<file path="src/rtl/fb_ctrl_pkg.sv">
// Shared types and constants for the framebuffer port-A fill engine and arbiter.
package fb_ctrl_pkg;

    localparam int FB_ADDR_W = 17;
    localparam int FB_DATA_W = 12;
    localparam int FB_DEPTH  = 76800;

    typedef enum logic [1:0] {
        IDLE = 2'd0,
        FILL = 2'd1,
        DONE = 2'd2
    } fill_state_e;

    typedef struct packed {
        logic [3:0] r;
        logic [3:0] g;
        logic [3:0] b;
    } rgb444_t;

endpackage

</file>
<file path="src/rtl/fb_fill_arbiter_if.sv">
// Bundle of fill-configuration, CPU and BRAM port-A signals around the fill arbiter.
interface fb_fill_arbiter_if #(
    parameter int ADDR_W = fb_ctrl_pkg::FB_ADDR_W,
    parameter int DATA_W = fb_ctrl_pkg::FB_DATA_W
);
    logic              cfg_start;
    logic [ADDR_W-1:0] cfg_base;
    logic [ADDR_W-1:0] cfg_count;
    logic [DATA_W-1:0] cfg_color;
    logic              busy;
    logic              done;
    logic              cpu_req;
    logic              cpu_wen;
    logic [ADDR_W-1:0] cpu_addr;
    logic [DATA_W-1:0] cpu_din;
    logic [DATA_W-1:0] cpu_dout;
    logic              cpu_stall;
    logic              fb_wena;
    logic [ADDR_W-1:0] fb_addra;
    logic [DATA_W-1:0] fb_dina;
    logic [DATA_W-1:0] fb_douta;

    // slave: the arbiter itself; master: the memory stage, config block and BRAM around it
    modport slave (
        input  cfg_start, cfg_base, cfg_count, cfg_color,
        input  cpu_req, cpu_wen, cpu_addr, cpu_din, fb_douta,
        output busy, done, cpu_dout, cpu_stall, fb_wena, fb_addra, fb_dina
    );

    modport master (
        output cfg_start, cfg_base, cfg_count, cfg_color,
        output cpu_req, cpu_wen, cpu_addr, cpu_din, fb_douta,
        input  busy, done, cpu_dout, cpu_stall, fb_wena, fb_addra, fb_dina
    );

endinterface

</file>
<file path="src/rtl/fb_fill_addr_gen.sv">
// Fill address generator: clamps the requested range to the framebuffer and walks it.
module fb_fill_addr_gen #(
    parameter int ADDR_W   = fb_ctrl_pkg::FB_ADDR_W,
    parameter int FB_DEPTH = fb_ctrl_pkg::FB_DEPTH
) (
    input  logic              clock,
    input  logic              reset,
    input  logic              load,
    input  logic              advance,
    input  logic [ADDR_W-1:0] cfg_base,
    input  logic [ADDR_W-1:0] cfg_count,
    output logic [ADDR_W-1:0] cur_addr,
    output logic              last,
    output logic              eff_zero
);

    localparam logic [ADDR_W-1:0] DEPTH_V = ADDR_W'(FB_DEPTH);
    localparam logic [ADDR_W-1:0] ZERO_V  = {ADDR_W{1'b0}};
    localparam logic [ADDR_W-1:0] ONE_V   = ADDR_W'(1'b1);

    logic [ADDR_W-1:0] cur_addr_r;
    logic [ADDR_W-1:0] remaining_r;
    logic [ADDR_W-1:0] avail_s;
    logic [ADDR_W-1:0] eff_s;

    // Effective length: never run past the last framebuffer word
    always_comb begin
        avail_s = ZERO_V;
        eff_s   = ZERO_V;
        if (cfg_base >= DEPTH_V) begin
            eff_s = ZERO_V;
        end else begin
            avail_s = DEPTH_V - cfg_base;
            if (cfg_count < avail_s) begin
                eff_s = cfg_count;
            end else begin
                eff_s = avail_s;
            end
        end
    end

    // Current address and words remaining
    always_ff @(posedge clock or posedge reset) begin
        if (reset) begin
            cur_addr_r  <= ZERO_V;
            remaining_r <= ZERO_V;
        end else if (load) begin
            cur_addr_r  <= cfg_base;
            remaining_r <= eff_s;
        end else if (advance) begin
            cur_addr_r  <= cur_addr_r + ONE_V;
            remaining_r <= remaining_r - ONE_V;
        end else begin
            cur_addr_r  <= cur_addr_r;
            remaining_r <= remaining_r;
        end
    end

    assign cur_addr = cur_addr_r;
    assign last     = (remaining_r == ONE_V);
    assign eff_zero = (eff_s == ZERO_V);

endmodule

</file>
<file path="src/rtl/fb_fill_arbiter.sv">
// Framebuffer port-A fill engine: CPU-priority arbitration with a bounded-starvation
// guarantee so a background colour fill always makes progress.
module fb_fill_arbiter #(
    parameter int ADDR_W     = fb_ctrl_pkg::FB_ADDR_W,
    parameter int DATA_W     = fb_ctrl_pkg::FB_DATA_W,
    parameter int FB_DEPTH   = fb_ctrl_pkg::FB_DEPTH,
    parameter int STARVE_MAX = 8
) (
    input  logic            clock,
    input  logic            reset,
    fb_fill_arbiter_if.slave bus
);
    import fb_ctrl_pkg::*;

    localparam int SW = $clog2(STARVE_MAX + 1);
    localparam logic [SW-1:0] STARVE_LIM = SW'(STARVE_MAX);
    localparam logic [SW-1:0] STARVE_ONE = SW'(1'b1);

    fill_state_e       state_r;
    logic [SW-1:0]     starve_cnt_r;
    logic [DATA_W-1:0] color_r;
    logic              busy_r;
    logic              done_r;

    logic              fill_grant_s;
    logic              load_s;
    logic              last_s;
    logic              eff_zero_s;
    logic [ADDR_W-1:0] cur_addr_s;

    fb_fill_addr_gen #(
        .ADDR_W   (ADDR_W),
        .FB_DEPTH (FB_DEPTH)
    ) u_addr_gen (
        .clock     (clock),
        .reset     (reset),
        .load      (load_s),
        .advance   (fill_grant_s),
        .cfg_base  (bus.cfg_base),
        .cfg_count (bus.cfg_count),
        .cur_addr  (cur_addr_s),
        .last      (last_s),
        .eff_zero  (eff_zero_s)
    );

    // Fill wins when the CPU is quiet or has starved it for STARVE_MAX cycles
    always_comb begin
        fill_grant_s = 1'b0;
        load_s       = 1'b0;
        if (state_r == FILL) begin
            fill_grant_s = !bus.cpu_req || (starve_cnt_r == STARVE_LIM);
        end else begin
            fill_grant_s = 1'b0;
        end
        if (state_r == IDLE) begin
            load_s = bus.cfg_start;
        end else begin
            load_s = 1'b0;
        end
    end

    // Port-A mux: CPU passthrough unless the fill owns this cycle
    always_comb begin
        bus.fb_wena   = 1'b0;
        bus.fb_addra  = bus.cpu_addr;
        bus.fb_dina   = bus.cpu_din;
        bus.cpu_stall = 1'b0;
        if (reset) begin
            bus.fb_wena   = 1'b0;
            bus.cpu_stall = 1'b0;
        end else if (fill_grant_s) begin
            bus.fb_wena   = 1'b1;
            bus.fb_addra  = cur_addr_s;
            bus.fb_dina   = color_r;
            bus.cpu_stall = bus.cpu_req;
        end else begin
            bus.fb_wena   = bus.cpu_req & bus.cpu_wen;
            bus.cpu_stall = 1'b0;
        end
    end

    // Control FSM with starvation counter and registered status outputs
    always_ff @(posedge clock or posedge reset) begin
        if (reset) begin
            state_r      <= IDLE;
            starve_cnt_r <= {SW{1'b0}};
            color_r      <= {DATA_W{1'b0}};
            busy_r       <= 1'b0;
            done_r       <= 1'b0;
        end else begin
            case (state_r)
                IDLE: begin
                    starve_cnt_r <= {SW{1'b0}};
                    if (bus.cfg_start) begin
                        color_r <= bus.cfg_color;
                        busy_r  <= 1'b1;
                        if (eff_zero_s) begin
                            state_r <= DONE;
                            done_r  <= 1'b1;
                        end else begin
                            state_r <= FILL;
                            done_r  <= 1'b0;
                        end
                    end else begin
                        busy_r <= 1'b0;
                        done_r <= 1'b0;
                    end
                end
                FILL: begin
                    if (fill_grant_s) begin
                        starve_cnt_r <= {SW{1'b0}};
                        if (last_s) begin
                            state_r <= DONE;
                            done_r  <= 1'b1;
                        end else begin
                            state_r <= FILL;
                        end
                    end else if (bus.cpu_req && (starve_cnt_r != STARVE_LIM)) begin
                        starve_cnt_r <= starve_cnt_r + STARVE_ONE;
                    end else begin
                        starve_cnt_r <= starve_cnt_r;
                    end
                end
                DONE: begin
                    state_r <= IDLE;
                    busy_r  <= 1'b0;
                    done_r  <= 1'b0;
                end
                default: begin
                    state_r      <= IDLE;
                    starve_cnt_r <= {SW{1'b0}};
                    busy_r       <= 1'b0;
                    done_r       <= 1'b0;
                end
            endcase
        end
    end

    assign bus.busy     = busy_r;
    assign bus.done     = done_r;
    assign bus.cpu_dout = bus.fb_douta;

endmodule

</file>
<file path="src/flat_wrapper.sv">
// flat-port wrapper written by rule: the top's interface ports become plain ports
module fb_fill_arbiter_flat import fb_ctrl_pkg::*;
#(
    parameter int ADDR_W     = fb_ctrl_pkg::FB_ADDR_W,
    parameter int DATA_W     = fb_ctrl_pkg::FB_DATA_W,
    parameter int FB_DEPTH   = fb_ctrl_pkg::FB_DEPTH,
    parameter int STARVE_MAX = 8
)
  (clock, reset, bus_cfg_start, bus_cfg_base, bus_cfg_count, bus_cfg_color, bus_cpu_req, bus_cpu_wen, bus_cpu_addr, bus_cpu_din, bus_fb_douta, bus_busy, bus_done, bus_cpu_dout, bus_cpu_stall, bus_fb_wena, bus_fb_addra, bus_fb_dina);
  fb_fill_arbiter_if #(.ADDR_W(ADDR_W), .DATA_W(DATA_W)) bus_i ();
  input  logic clock;
  input  logic reset;
  input wire logic [$bits(bus_i.cfg_start)-1:0] bus_cfg_start;
  input wire logic [$bits(bus_i.cfg_base)-1:0] bus_cfg_base;
  input wire logic [$bits(bus_i.cfg_count)-1:0] bus_cfg_count;
  input wire logic [$bits(bus_i.cfg_color)-1:0] bus_cfg_color;
  input wire logic [$bits(bus_i.cpu_req)-1:0] bus_cpu_req;
  input wire logic [$bits(bus_i.cpu_wen)-1:0] bus_cpu_wen;
  input wire logic [$bits(bus_i.cpu_addr)-1:0] bus_cpu_addr;
  input wire logic [$bits(bus_i.cpu_din)-1:0] bus_cpu_din;
  input wire logic [$bits(bus_i.fb_douta)-1:0] bus_fb_douta;
  output wire logic [$bits(bus_i.busy)-1:0] bus_busy;
  output wire logic [$bits(bus_i.done)-1:0] bus_done;
  output wire logic [$bits(bus_i.cpu_dout)-1:0] bus_cpu_dout;
  output wire logic [$bits(bus_i.cpu_stall)-1:0] bus_cpu_stall;
  output wire logic [$bits(bus_i.fb_wena)-1:0] bus_fb_wena;
  output wire logic [$bits(bus_i.fb_addra)-1:0] bus_fb_addra;
  output wire logic [$bits(bus_i.fb_dina)-1:0] bus_fb_dina;
  assign bus_i.cfg_start = bus_cfg_start;
  assign bus_i.cfg_base = bus_cfg_base;
  assign bus_i.cfg_count = bus_cfg_count;
  assign bus_i.cfg_color = bus_cfg_color;
  assign bus_i.cpu_req = bus_cpu_req;
  assign bus_i.cpu_wen = bus_cpu_wen;
  assign bus_i.cpu_addr = bus_cpu_addr;
  assign bus_i.cpu_din = bus_cpu_din;
  assign bus_i.fb_douta = bus_fb_douta;
  assign bus_busy = bus_i.busy;
  assign bus_done = bus_i.done;
  assign bus_cpu_dout = bus_i.cpu_dout;
  assign bus_cpu_stall = bus_i.cpu_stall;
  assign bus_fb_wena = bus_i.fb_wena;
  assign bus_fb_addra = bus_i.fb_addra;
  assign bus_fb_dina = bus_i.fb_dina;
  fb_fill_arbiter #(.ADDR_W(ADDR_W), .DATA_W(DATA_W), .FB_DEPTH(FB_DEPTH), .STARVE_MAX(STARVE_MAX)) u_core (.clock(clock), .reset(reset), .bus(bus_i));
endmodule
</file>
<file path="config.mk">
export PLATFORM = sky130hd
export DESIGN_NAME = fb_fill_arbiter_flat
export DESIGN_NICKNAME = d
export VERILOG_FILES = /design/src/rtl/fb_ctrl_pkg.sv /design/src/rtl/fb_fill_arbiter_if.sv /design/src/rtl/fb_fill_addr_gen.sv /design/src/rtl/fb_fill_arbiter.sv /design/src/flat_wrapper.sv
export SDC_FILE = /design/constraint.sdc
export NUM_CORES = 1
export LEC_CHECK = 0
export ABC_AREA = 0
export CAP_MARGIN = 20
export CORE_MARGIN = 2
export CORE_UTILIZATION = 44
export CTS_CLUSTER_SIZE = 20
export DETAILED_ROUTE_END_ITERATION = 7
export HOLD_SLACK_MARGIN = 0.02
export PLACE_DENSITY = 0.76
export REMOVE_ABC_BUFFERS = 1
export SYNTH_ARGS = -nofsm -noshare
export SYNTH_HDL_FRONTEND = slang
export SYNTH_HIERARCHICAL = 1
export SYNTH_SLANG_ARGS = --single-unit
</file>
<file path="constraint.sdc">
create_clock -name clock -period 6 [get_ports clock]
set_input_delay 0.9 -clock clock [delete_from_list [all_inputs] [get_ports clock]]
set_output_delay 0.9 -clock clock [all_outputs]
set_load 0.005 [all_outputs]
</file>
# Word-level counts from Yosys, hierarchy flattened
# Index checks and enable logic that the tools add are counted.
# W data, S select, Z words.
# totals
reg_bits	54
inputBits	92
out_inout_bits	45
elab_cells	65
# classes
n_addsub	4
magnitude_cmp	2
n_eq_ne	9
muxes	31
bitwise	2
reduce_logical	10
# ops
operator	n
$mux W17	8
$mux W12	2
$add A17 B1 Y17 const B	1
$eq A17 B1 Y1 const B	1
$ge A17 B17 Y1 const B	1
$logic_not A17 Y1	1
$lt A17 B17 Y1	1
$sub A17 B1 Y17 const B	1
$sub A17 B17 Y17 const A	1
$mux W1	11
$mux W2	4
$mux W4	2
$pmux W4 S2	1
$reduce_and A2 Y1	4
$add A4 B1 Y4 const B	1
$eq A4 B4 Y1 const B	1
$ne A2 B1 Y1 const B	2
$ne A4 B4 Y1 const B	1
$pmux W1 S2	2
$pmux W2 S2	1
$ne A3 B2 Y1 const B	1
$eq A2 B1 Y1 const B	1
$eq A2 B2 Y1 const B	1
$logic_not A2 Y1	1
7 further kinds	7

# Depth between registers and ports, before layout
# logic_depth
depth_word	8
mapped_depth	18
ltp_nobuf	17

# Modules after synthesis
# The synthesis kept the hierarchy.
# modules_own_cells
module	n_inst	cells_per_inst	area_each_um2
fb_fill_addr_gen	1	348	3000.4
fb_fill_arbiter	1	119	1480.2

# Worst setup path before layout
# Ideal clock, no wire load.
# synth_path
kind	input-to-reg
start	in bus_cfg_base[2]
end	reg u_core.state_r[0]
setup_ps	83
arrival_time_ps	4100
required_time_ps	5917
slack_ps	1817
cell_stages	15
cell_sequence	buf_2 -> or4_4 -> o31ai_2 -> xor2_1 -> inv_1 -> ha_1 -> nand4_1 -> or4_1 -> a21oi_1 -> a211o_1 -> buf_2 -> o21ai_0 -> a31o_1 -> o21a_1 -> o21ai_0
# synth_via
elab_chain_len	8
# synth_rtl
element	line_no	text
start: declaration	flat_wrapper.sv:14	input wire logic [$bits(bus_i.cfg_base)-1:0] bus_cfg_base;
$sub A17 B17 Y17	fb_fill_addr_gen.sv:33	avail_s = DEPTH_V - cfg_base;
$lt A17 B17 Y1	fb_fill_addr_gen.sv:34	if (cfg_count < avail_s) begin
$mux W17	fb_fill_addr_gen.sv:34	
$mux W17 (*)	fb_fill_addr_gen.sv:30	if (cfg_base >= DEPTH_V) begin
$logic_not A17 Y1 (*)	fb_fill_addr_gen.sv:61	assign eff_zero = (eff_s == ZERO_V);
via u_core.eff_zero_s	fb_fill_arbiter.sv:28	logic eff_zero_s;
$mux W2 (*)	fb_fill_arbiter.sv:97	if (eff_zero_s) begin
$mux W2 (*)	fb_fill_arbiter.sv:94	if (bus.cfg_start) begin
$pmux W2 S2 (*)	fb_fill_arbiter.sv:91	case (state_r)
end signal: assignment	fb_fill_arbiter.sv:98	state_r <= DONE;
end signal: assignment	fb_fill_arbiter.sv:101	state_r <= FILL;
end signal: assignment	fb_fill_arbiter.sv:113	state_r <= DONE;
end: declaration	fb_fill_arbiter.sv:19	fill_state_e state_r;
# Mark *: on every way through the listed nets, which the timed path passes. The rest lies on a longest branch. The select of a mux whose other input is x is not followed.
# A chain may end at the register's enable or synchronous reset.

# Worst setup path after layout
# layout_path
start	in bus_cfg_base[0]
end	reg u_core.state_r[1]
# Same word-level chain as after synthesis.

==> metrics <==
Total Power 1.56 mW; outcome complete, no violations; Yosys cell types 62; largest net degree at the start of global routing 65; CTS Sinks 54; average size of a mapped cell 9.59 sq um; final hold violation count 0; core box area 9820 sq um; Clock Path Buffers 2; GRT overflow 0; initial drt markers 281; CP Class in -> reg; RSZ-0062 raised after global routing no; Slew headroom 49.0%; CP Cell Sequence clkdlybuf4s50_1 -> inv_1 -> ha_1 -> nor3b_2 -> a31oi_1 -> o21ai_1 -> xor2_1 -> ha_1 -> nand4_1 -> or4_1 -> a21oi_1 -> a211o_1 -> and2_1 -> a31o_1 -> nand2_1 -> nor2_1 -> a21oi_1 -> nor3_1; Tot GR Track Use 21.5%; Die Y 105 microns; Pwr per Cell Area 274 nW/um^2; DR WL/cell 17.0 microns; Final HPWL DP 9230 microns; CP Capture Type register; Final Routed Wirelength 11,800 microns; Via-to-Cell Ratio 5.63; max_cap viols 0; setup TNS 0 ps; initial antenna violation count 0; Boundary Pins 137; async set-reset flop share out of synthesis 100%; Layout area overhead 27.2%; clk_lat worst skew 310 ps; slowest cell on the critical path clkdlybuf4s50_1; GP Congestion 0.923; total CTS buffers 5; commonest non-fill, non-tap cell in the layout clkdlybuf4s50_1; antenna cells 0; # rows 36; Final nets 673; layout cells sized above 1 14.6%; vias in the first global route 3,915; critical path data arrival time 5280 ps; CTS resizes 0; most frequent cells in the layout 112 x clkdlybuf4s50_1, 54 x dfrtp_1, 42 x nand2_1; Setup Viol. Count Final 0; largest family of logic cells by synthesized area simple AND/OR/NAND/NOR gates; HP Class reg -> reg; mux contribution to synthesized area 16.6%; CTS tree built; Worst Path Required 6230 ps; CP delay by family, top simple AND/OR/NAND/NOR gates; post-synthesis compound-gate area fraction 13.6%; crit share post-route 84.1%; Max stage delay on crit path 530 ps; xor and xnor area share after synthesis 8.01%; Startpoint Class input pin; via count 3,899; Hold Slack 520 ps; Setup Skew 4.18 ps; main flop type after synthesis dfrtp_1; LEAKAGE 2.41 nW; Setup Fix Bufs, Post-CTS 0; number of port buffers 112; adder-cell share of the synthesized area 6.14%; WP buf/inv 2; Syn Std Cell Area 4480 sq um; Post-Syn Instances 467; die area 11,000 sq um; #FFs+latches synth 54; hold buffers post-CTS 0; Post-route DRC 0; Slew Limit Fails 0; # H-tree levels 2; first-pass GRT wire length 19,400 microns; simple-gate share of the synthesized area 18.7%; crit path max fanout 16; Root Buffer Master clkbuf_8; post-synthesis sequential area ratio 30.2%; Max Clk Rate 198 MHz; Post-DRT Antenna Nets 0; clock period minus worst slack 5040 ps; number of synthesized flops with an enable pin 0; synth warn 6; Max IR drop VDD 0.120 mV; initial core utilization 45.6%; First-pass DRT Iterations 4; worst slew pin tran 764 ps; overall die width 105 microns; Worst-path clk slew 100 ps
==> sequential cells by signal, summed over array words and instances (netlist names) <==
register / count
u_core/state_r: 2
u_core/u_addr_gen/cur_addr: 17
u_core/u_addr_gen/remaining_r: 17
u_core/bus.done: 1
u_core/bus.busy: 1
u_core/color_r: 12
u_core/starve_cnt_r: 4
==> through the flow <==
stage	instances	cell area [sq um]	util (%)	setup WS, ps
2_1_floorplan	437	4270	-	1300
3_3_place_gp	685	5590	56.9	913
3_5_place_dp	685	5590	56.9	715
4_1_cts	693	5700	58.0	1040
5_1_grt	693	5700	58.0	652
6_report	693	5700	58.0	956
==> Yosys cell counts, drive strengths merged (2+ instances only) <==
cell type	count	share of area (%)
dfrtp	54	30
mux2	49	15
nand2	42	3.5
o21ai	29	3.2
inv	26	2.2
ha	22	6.1
xor2	22	4.3
buf	21	3.9
a21oi	20	2.2
nor2	20	2.0
xnor2	19	3.7
nor3	17	2.2
nand3	14	1.6
o22ai	14	2.8
and3	9	1.3
clkbuf	9	0.75
nand4	8	1.1
nor4	8	1.4
and2	6	0.84
mux2i	6	1.3
or4	5	1.0
nand2b	4	0.56
o32ai	4	0.78
o31ai	3	0.61
or2	3	0.42
a211o	2	0.39
a211oi	2	0.56
a2bb2oi	2	0.39
a31oi	2	0.28
and4	2	0.39
nand3b	2	0.34
nor2b	2	0.45
nor3b	2	0.45
nor4b	2	0.39
or3	2	0.28
==> per-layer routing <==
layer  wire, microns  track usage, %  vias to the layer above
met3             764            4.55                       12
met4             108            4.00                        0
met2            5710            35.8                      154
met5               0               0                        -
met1            5230            28.9                     1879
li1                -               -                     1854
==> report_power, final <==
part / internal (mW) / switching [mW]
sequential: 0.516 / 0.148
combinational: 0.382 / 0.265
clock: 0.125 / 0.124
==> path summary, 6_finish.rpt <==
check / start / to / slack, ps / depth (start not counted)
worst max-delay path: bus_cfg_base[0] / u_core/state_r[1] / 960 / 18
worst min-delay path: u_core/color_r[4] / u_core/color_r[4] / 520 / 1
worst max register to register: u_core/starve_cnt_r[0] / u_core/u_addr_gen/remaining_r[12] / 2930 / 11
worst min register to register: u_core/color_r[4] / u_core/color_r[4] / 520 / 1
max in group asynchronous: reset / u_core/state_r[0] / 4290 / 2
min in group asynchronous: reset / u_core/u_addr_gen/cur_addr[16] / 1200 / 3
==> logic make-up (layout without fill, tap and decap cells) <==
group,count (synthesis),count (layout)
AO/OA/AOI/OAI,88,88
AND/OR/NAND/NOR,151,151
multiplexers,55,55
XOR/XNOR,41,41
flip-flops,54,54
adder cells (fa/ha/maj),22,22
buffers and inverters,56,149
==> final cells by class <==
type                            instances  area [sq um]
Fill cell                             881          4120
Multi-Input combinational cell        357          2830
Sequential cell                        54          1350
Timing Repair Buffer                  115          1140
Tap cell                              133           166
Inverter                               26          97.6
Clock buffer                            6          72.6
Clock inverter                          2          37.5
Note: power is estimated with default switching activity, not from simulation.
